===== src/rtl/dmem_arbiter_pkg.sv =====
// dmem_arbiter_pkg: shared sizing constants and types for the data-memory arbiter.
//   DMEM_ADDR_W       - byte address width into data memory (512 B)
//   DMEM_DATA_W       - data word width
//   DMEM_ARB_MAX_WAIT - default refusal limit before the debug port is forced through
//   WaitCntW          - width of the starvation counter (covers MAX_WAIT up to 15)
package dmem_arbiter_pkg;

  localparam int unsigned DMEM_ADDR_W       = 9;
  localparam int unsigned DMEM_DATA_W       = 16;
  localparam int unsigned DMEM_ARB_MAX_WAIT = 4;
  localparam int unsigned WaitCntW          = 4;

  // Which port owns the read response that is in flight.
  typedef enum logic {
    RspP0 = 1'b0,
    RspP1 = 1'b1
  } rsp_port_e;

endpackage


===== src/rtl/dmem_arb_starve_ctr.sv =====
// dmem_arb_starve_ctr: saturating count of consecutive cycles the debug port was refused.
// Ports:
//   clk, rst (sync, active-high)
//   p1_req  - debug port request valid
//   p1_gnt  - debug port granted this cycle
//   force1  - refusal limit reached; debug port must win this cycle
module dmem_arb_starve_ctr
  import dmem_arbiter_pkg::*;
#(
  parameter int unsigned MAX_WAIT = DMEM_ARB_MAX_WAIT  // 1..15
) (
  input  logic clk,
  input  logic rst,
  input  logic p1_req,
  input  logic p1_gnt,
  output logic force1
);

  localparam logic [WaitCntW-1:0] MaxWait = WaitCntW'(MAX_WAIT);

  logic [WaitCntW-1:0] wait_cnt_q, wait_cnt_d;

  always_comb begin
    wait_cnt_d = wait_cnt_q;
    if (!p1_req || p1_gnt) begin
      wait_cnt_d = '0;
    end else if (wait_cnt_q != MaxWait) begin
      wait_cnt_d = wait_cnt_q + 1'b1;
    end
  end

  always_ff @(posedge clk) begin
    if (rst) begin
      wait_cnt_q <= '0;
    end else begin
      wait_cnt_q <= wait_cnt_d;
    end
  end

  assign force1 = (wait_cnt_q == MaxWait);

endmodule


===== src/rtl/dmem_arbiter.sv =====
// dmem_arbiter: shares the single-port data memory between the pipeline MEM stage (port 0,
// priority) and the debug/loader port (port 1, anti-starvation forced grant).
// Ports:
//   clk, rst                         - clock, synchronous active-high reset
//   pX_req/we/addr/wdata             - request handshake for port X
//   pX_gnt                           - request accepted this cycle (combinational)
//   pX_rvalid                        - read data valid for port X, one cycle after grant
//   p0_stall                         - pipeline stall = p0_req & ~p0_gnt
//   rdata                            - shared read data, qualified by pX_rvalid
//   mem_read/write/addr/wdata/rdata  - data memory interface (rdata one cycle after read)
// Optional: define DMEM_ARB_PERF_EN to add perf_p0_cnt, perf_p1_cnt, perf_conflict_cnt.
module dmem_arbiter
  import dmem_arbiter_pkg::*;
#(
  parameter int unsigned ADDR_W   = DMEM_ADDR_W,
  parameter int unsigned DATA_W   = DMEM_DATA_W,
  parameter int unsigned MAX_WAIT = DMEM_ARB_MAX_WAIT
) (
  input  logic              clk,
  input  logic              rst,
  input  logic              p0_req,
  input  logic              p0_we,
  input  logic [ADDR_W-1:0] p0_addr,
  input  logic [DATA_W-1:0] p0_wdata,
  output logic              p0_gnt,
  output logic              p0_rvalid,
  output logic              p0_stall,
  input  logic              p1_req,
  input  logic              p1_we,
  input  logic [ADDR_W-1:0] p1_addr,
  input  logic [DATA_W-1:0] p1_wdata,
  output logic              p1_gnt,
  output logic              p1_rvalid,
  output logic [DATA_W-1:0] rdata,
  output logic              mem_read,
  output logic              mem_write,
  output logic [ADDR_W-1:0] mem_addr,
  output logic [DATA_W-1:0] mem_wdata,
`ifdef DMEM_ARB_PERF_EN
  output logic [15:0]       perf_p0_cnt,
  output logic [15:0]       perf_p1_cnt,
  output logic [15:0]       perf_conflict_cnt,
`endif
  input  logic [DATA_W-1:0] mem_rdata
);

  logic      force1;
  logic      rsp_pend_q;
  rsp_port_e rsp_port_q;

  dmem_arb_starve_ctr #(
    .MAX_WAIT(MAX_WAIT)
  ) u_starve_ctr (
    .clk   (clk),
    .rst   (rst),
    .p1_req(p1_req),
    .p1_gnt(p1_gnt),
    .force1(force1)
  );

  // Grants are suppressed during reset so nothing reaches memory.
  assign p1_gnt   = ~rst & p1_req & (~p0_req | force1);
  assign p0_gnt   = ~rst & p0_req & ~p1_gnt;
  assign p0_stall = p0_req & ~p0_gnt;

  always_comb begin
    mem_read  = 1'b0;
    mem_write = 1'b0;
    mem_addr  = '0;
    mem_wdata = '0;
    if (p0_gnt) begin
      mem_read  = ~p0_we;
      mem_write = p0_we;
      mem_addr  = p0_addr;
      mem_wdata = p0_wdata;
    end else if (p1_gnt) begin
      mem_read  = ~p1_we;
      mem_write = p1_we;
      mem_addr  = p1_addr;
      mem_wdata = p1_wdata;
    end
  end

  always_ff @(posedge clk) begin
    if (rst) begin
      rsp_pend_q <= 1'b0;
      rsp_port_q <= RspP0;
    end else begin
      rsp_pend_q <= mem_read;
      rsp_port_q <= p1_gnt ? RspP1 : RspP0;
    end
  end

  // Gating with rst drops a response that was in flight when reset arrived.
  assign p0_rvalid = ~rst & rsp_pend_q & (rsp_port_q == RspP0);
  assign p1_rvalid = ~rst & rsp_pend_q & (rsp_port_q == RspP1);
  assign rdata     = mem_rdata;

`ifdef DMEM_ARB_PERF_EN
  always_ff @(posedge clk) begin
    if (rst) begin
      perf_p0_cnt       <= '0;
      perf_p1_cnt       <= '0;
      perf_conflict_cnt <= '0;
    end else begin
      if (p0_gnt)           perf_p0_cnt       <= perf_p0_cnt + 16'd1;
      if (p1_gnt)           perf_p1_cnt       <= perf_p1_cnt + 16'd1;
      if (p0_req && p1_req) perf_conflict_cnt <= perf_conflict_cnt + 16'd1;
    end
  end
`endif

endmodule


===== config.mk =====
export PLATFORM = sky130hd
export DESIGN_NAME = dmem_arbiter
export DESIGN_NICKNAME = d
export VERILOG_FILES = /design/src/rtl/dmem_arbiter_pkg.sv /design/src/rtl/dmem_arb_starve_ctr.sv /design/src/rtl/dmem_arbiter.sv
export SDC_FILE = /design/constraint.sdc
export NUM_CORES = 1
export LEC_CHECK = 0
export CORE_MARGIN = 1.5
export CORE_UTILIZATION = 22
export DETAILED_ROUTE_END_ITERATION = 6
export PLACE_DENSITY = 0.91
export RECOVER_POWER = 25
export SLEW_MARGIN = 20
export SYNTH_ARGS = -nofsm -noshare
export SYNTH_HDL_FRONTEND = slang
export SYNTH_SLANG_ARGS = --single-unit

===== constraint.sdc =====
create_clock -name clk -period 3.7 [get_ports clk]
set_clock_uncertainty 0.05 [all_clocks]
set_input_delay 0.74 -clock clk [delete_from_list [all_inputs] [get_ports clk]]
set_output_delay 0.74 -clock clk [all_outputs]
set_load 0.01 [all_outputs]

==> metrics.md <==
| Metric | Value |
|---|---|
| Sw Share | 25.1% |
| Leading cell type by number of instances after synthesis | a22o_1 |
| Post-CTS repair timing setup buffer count | 0 |
| Biggest fanout along the worst timing path | 23 |
| Number of antenna diodes | 0 |
| Post-route fraction of the period consumed by the critical path | between 90% and 100% |
| Startpoint type of the worst setup path | primary input |
| Source-to-sink clock delay at the later pin of the worst-skew pair | 0.25 ns |
| Leakage power summed over all cells | 0.609 nW |
| Layout cell share with drive strength beyond 1 | ~4.6% |
| Highest-delay cell along the critical path | dlygate4sd3_1 |
| CTS root buffer | clkbuf_4 |
| CTS hold repair buffers | 0 |
| Critical setup path kind | in -> out |
| Layout overhead on the synthesized area | 119% |
| Internal power | 205 µW |
| Placed wire-length estimate after detailed placement | roughly 1.9 mm |
| Clock group share of total power | ~22% |
| Total area of sequential cells | 120 µm² |
| Clock transition at the registers of the reported paths | 0.04 ns |
| Ranking of synthesized cells by instance count | 28 x a22o_1, 16 x buf_4, 7 x inv_1 |
| Max rail drop VDD | 60.1 µV |
| Final Slew Violations | 0 |
| Number of storage elements in the synthesis netlist | 6 |
| Crit path time final | roughly 3.4 ns |
| Placeable Area | 0.00300 mm² |
| Syn Inst Count | between 80 and 90 |
| Global-route wire length before repair | 3.45 mm |
| Final weighted congestion of routability-driven global placement | 0.696 |
| Register area share after synthesis | ~18% |
| Library cell occupying the most area in the post-synthesis netlist | a22o_1 |
| Filler cells | approximately 290 |
| Number of top-level pins | 120 |
| Mean number of vias per cell | 4.79 |
| Die ar. | 0.00345 mm² |
| Average routed wire per standard cell | 12.9 µm |
| Number of global-route vias before repair | 779 |
| RSZ-0062 raised after global routing | no |
| Aggregate global routing overflow | 0 |
| Wire length after detailed routing | 2.38 mm |
| Synthesized cell area | 683 µm² |
| Die X-Extent | around 60 µm |
| Main synth FF type | dfxtp_1 |
| Total number of H-tree levels | 1 |
| Sw power | 68.6 µW |
| Number of antenna violations at the first check in global routing | 0 |
| Delay of the slowest cell on the worst path | 0.56 ns |
| Count of yosys warnings during synthesis | 0 |
| Required @ worst endpoint | 2.91 ns |
| Pwr Density | roughly 180 mW/mm² |
| Post-synth cell types | 18 |
| Pre-Repair DR Iteration Count | 4 |
| Result of the run | finished clean |
| Number of hold violations in the final report | 0 |
| Clock buffer count from CTS | 3 |
| Antenna violation net count after detailed routing | 0 |
| Crit-path cells | dlygate4sd3_1 -> inv_1 -> o211a_1 -> buf_12 -> a22o_1 -> clkdlybuf4s50_1 |
| Total global routing track utilization | 13.2% |
| Setup-failing EPs final | 0 |
| Setup total negative slack | 0 ns |
| Data arrival, critical path | 2.61 ns |
| Ranking of synthesized cells by area | a22o_1 36%, dfxtp_1 18%, buf_4 18%, inv_1 3.8%, ha_1 3.7% |
| Part of the power in combinational logic | 52.9% |
| Min Hold Slack | 0.415 ns |
| Remaining max-slew budget at the tightest pin | around 80% |
| Routed vias | ~890 |
| Register share of total power | 24.8% |
| Buffers added on ports | 87 |
| Die extent in y | 58.7 µm |
| DRC violation total after the first TritonRoute iteration | 22 |
| Avg Synthesized Cell Area | 8.43 µm² |
| Final #Nets | between 200 and 250 |
| Resized cells post-CTS | 0 |
| Largest net degree at the start of global routing | 27 |
| DRC violation count after routing | 0 |
| Std cell rows | 20 |
| Starting density of the core | between 20 and 25% |
| Share of synthesized flip-flops with an asynchronous set or reset | 0% |
| Maximum capacitance violations | 0 |
| TritonCTS clock tree | built |
| FMAX | approximately 0.3 GHz |
| Slew at the pin closest to its max-slew limit | 0.270 ns |
| Synth top area share | 35.9% |
| Crit path capture type | primary output |
| Path category of the worst min-delay check | reg -> reg |
| Multi-input gate area | 378 µm² |
| Net count of the mapped netlist | 155 |
| Maximum root-to-sink buffer count | 2 |
| Clock sink count | 6 |
| Number of flops mapped to enable cells by yosys | 0 |
-- metal layers --
metal / track usage [%] / share of wire [%] / up-vias
met3: 2.86 / 10 / 10
li1: - / - / 424
met4: 9.09 / 3.1 / 0
met5: 0 / 0 / -
met2: 21.9 / 49 / 57
met1: 15.0 / 38 / 395
-- cells by family after synthesis --
logic type	Yosys count	share of synthesized area [%]
AO/OA/AOI/OAI	31	39.6
XOR/XNOR	2	2.56
adder cells (fa/ha/maj)	2	3.66
buffers and inverters	29	27.7
flip-flops	6	17.6
AND/OR/NAND/NOR	11	8.98
-- power by group through the flow --
stage / logic [mW] / clock network, mW / registers (mW)
final: 0.145 / 0.0611 / 0.0677
after global routing: 0.155 / 0.0674 / 0.0678
after detailed placement: 0.146 / 0 / 0.0688
after CTS: 0.146 / 0.0641 / 0.0676
after floorplan: 0.0615 / 0 / 0.0684
after global placement: 0.144 / 0 / 0.0686
-- final timing paths --
check	start	to	slack, ns	cells past startpoint
hold / removal	u_starve_ctr.wait_cnt_q[0]	u_starve_ctr.wait_cnt_q[0]	0.42	1
setup reg to reg	u_starve_ctr.wait_cnt_q[0]	rsp_pend_q	2.17	5
hold reg to reg	u_starve_ctr.wait_cnt_q[0]	u_starve_ctr.wait_cnt_q[0]	0.42	1
setup / recovery	p0_req	mem_wdata[4]	0.30	6
-- sequential cells by signal, indices dropped and copies added, names as in the netlist --
signal	flops
rsp_pend_q	1
rsp_port_q	1
u_starve_ctr.wait_cnt_q	4
-- through the flow --
| step | cells | setup slack (ns) | area (µm²) | util, % | power (mW) |
|---|---|---|---|---|---|
| final | 185 | 0.299 | 1490 | 49.8 | 0.273 |
| after CTS | 185 | 0.378 | 1490 | 49.8 | 0.278 |
| after floorplan | 81 | 1.44 | 683 | - | 0.130 |
| after detailed placement | 182 | 0.393 | 1470 | 49.0 | 0.214 |
| after global routing | 185 | 0.179 | 1490 | 49.8 | 0.290 |
| after global placement | 182 | 0.386 | 1470 | 49.0 | 0.213 |
-- final cells by class --
| type | instances | area share [%] |
|---|---|---|
| timing repair buffer | 90 | 60.6 |
| inverter | 7 | 1.76 |
| tap | 33 | 2.76 |
| clock buffer | 3 | 1.51 |
| sequential | 6 | 8.04 |
| multi-input combinational | 46 | 25.3 |
-- worst max-delay path, delay by kind of cell --
family | cells | cell delay (ns)
compound gates | 2 | 0.47
buf+inv | 4 | 1.39
-- cells in the final DEF, fill, tap and decap left out --
cell type	count
nand3_1	1
xor2_1	1
a21oi_2	1
xnor2_1	1
dfxtp_1	6
nor3b_1	1
nand2b_1	1
or3b_1	1
and3b_1	1
nor2_1	5
inv_1	7
dlygate4sd3_1	1
o211a_1	2
ha_1	2
buf_4	2
clkbuf_4	3
a22o_1	28
and3_1	1
buf_12	1
clkdlybuf4s50_1	86
No activity file was read; power rests on OpenSTA's default activity.
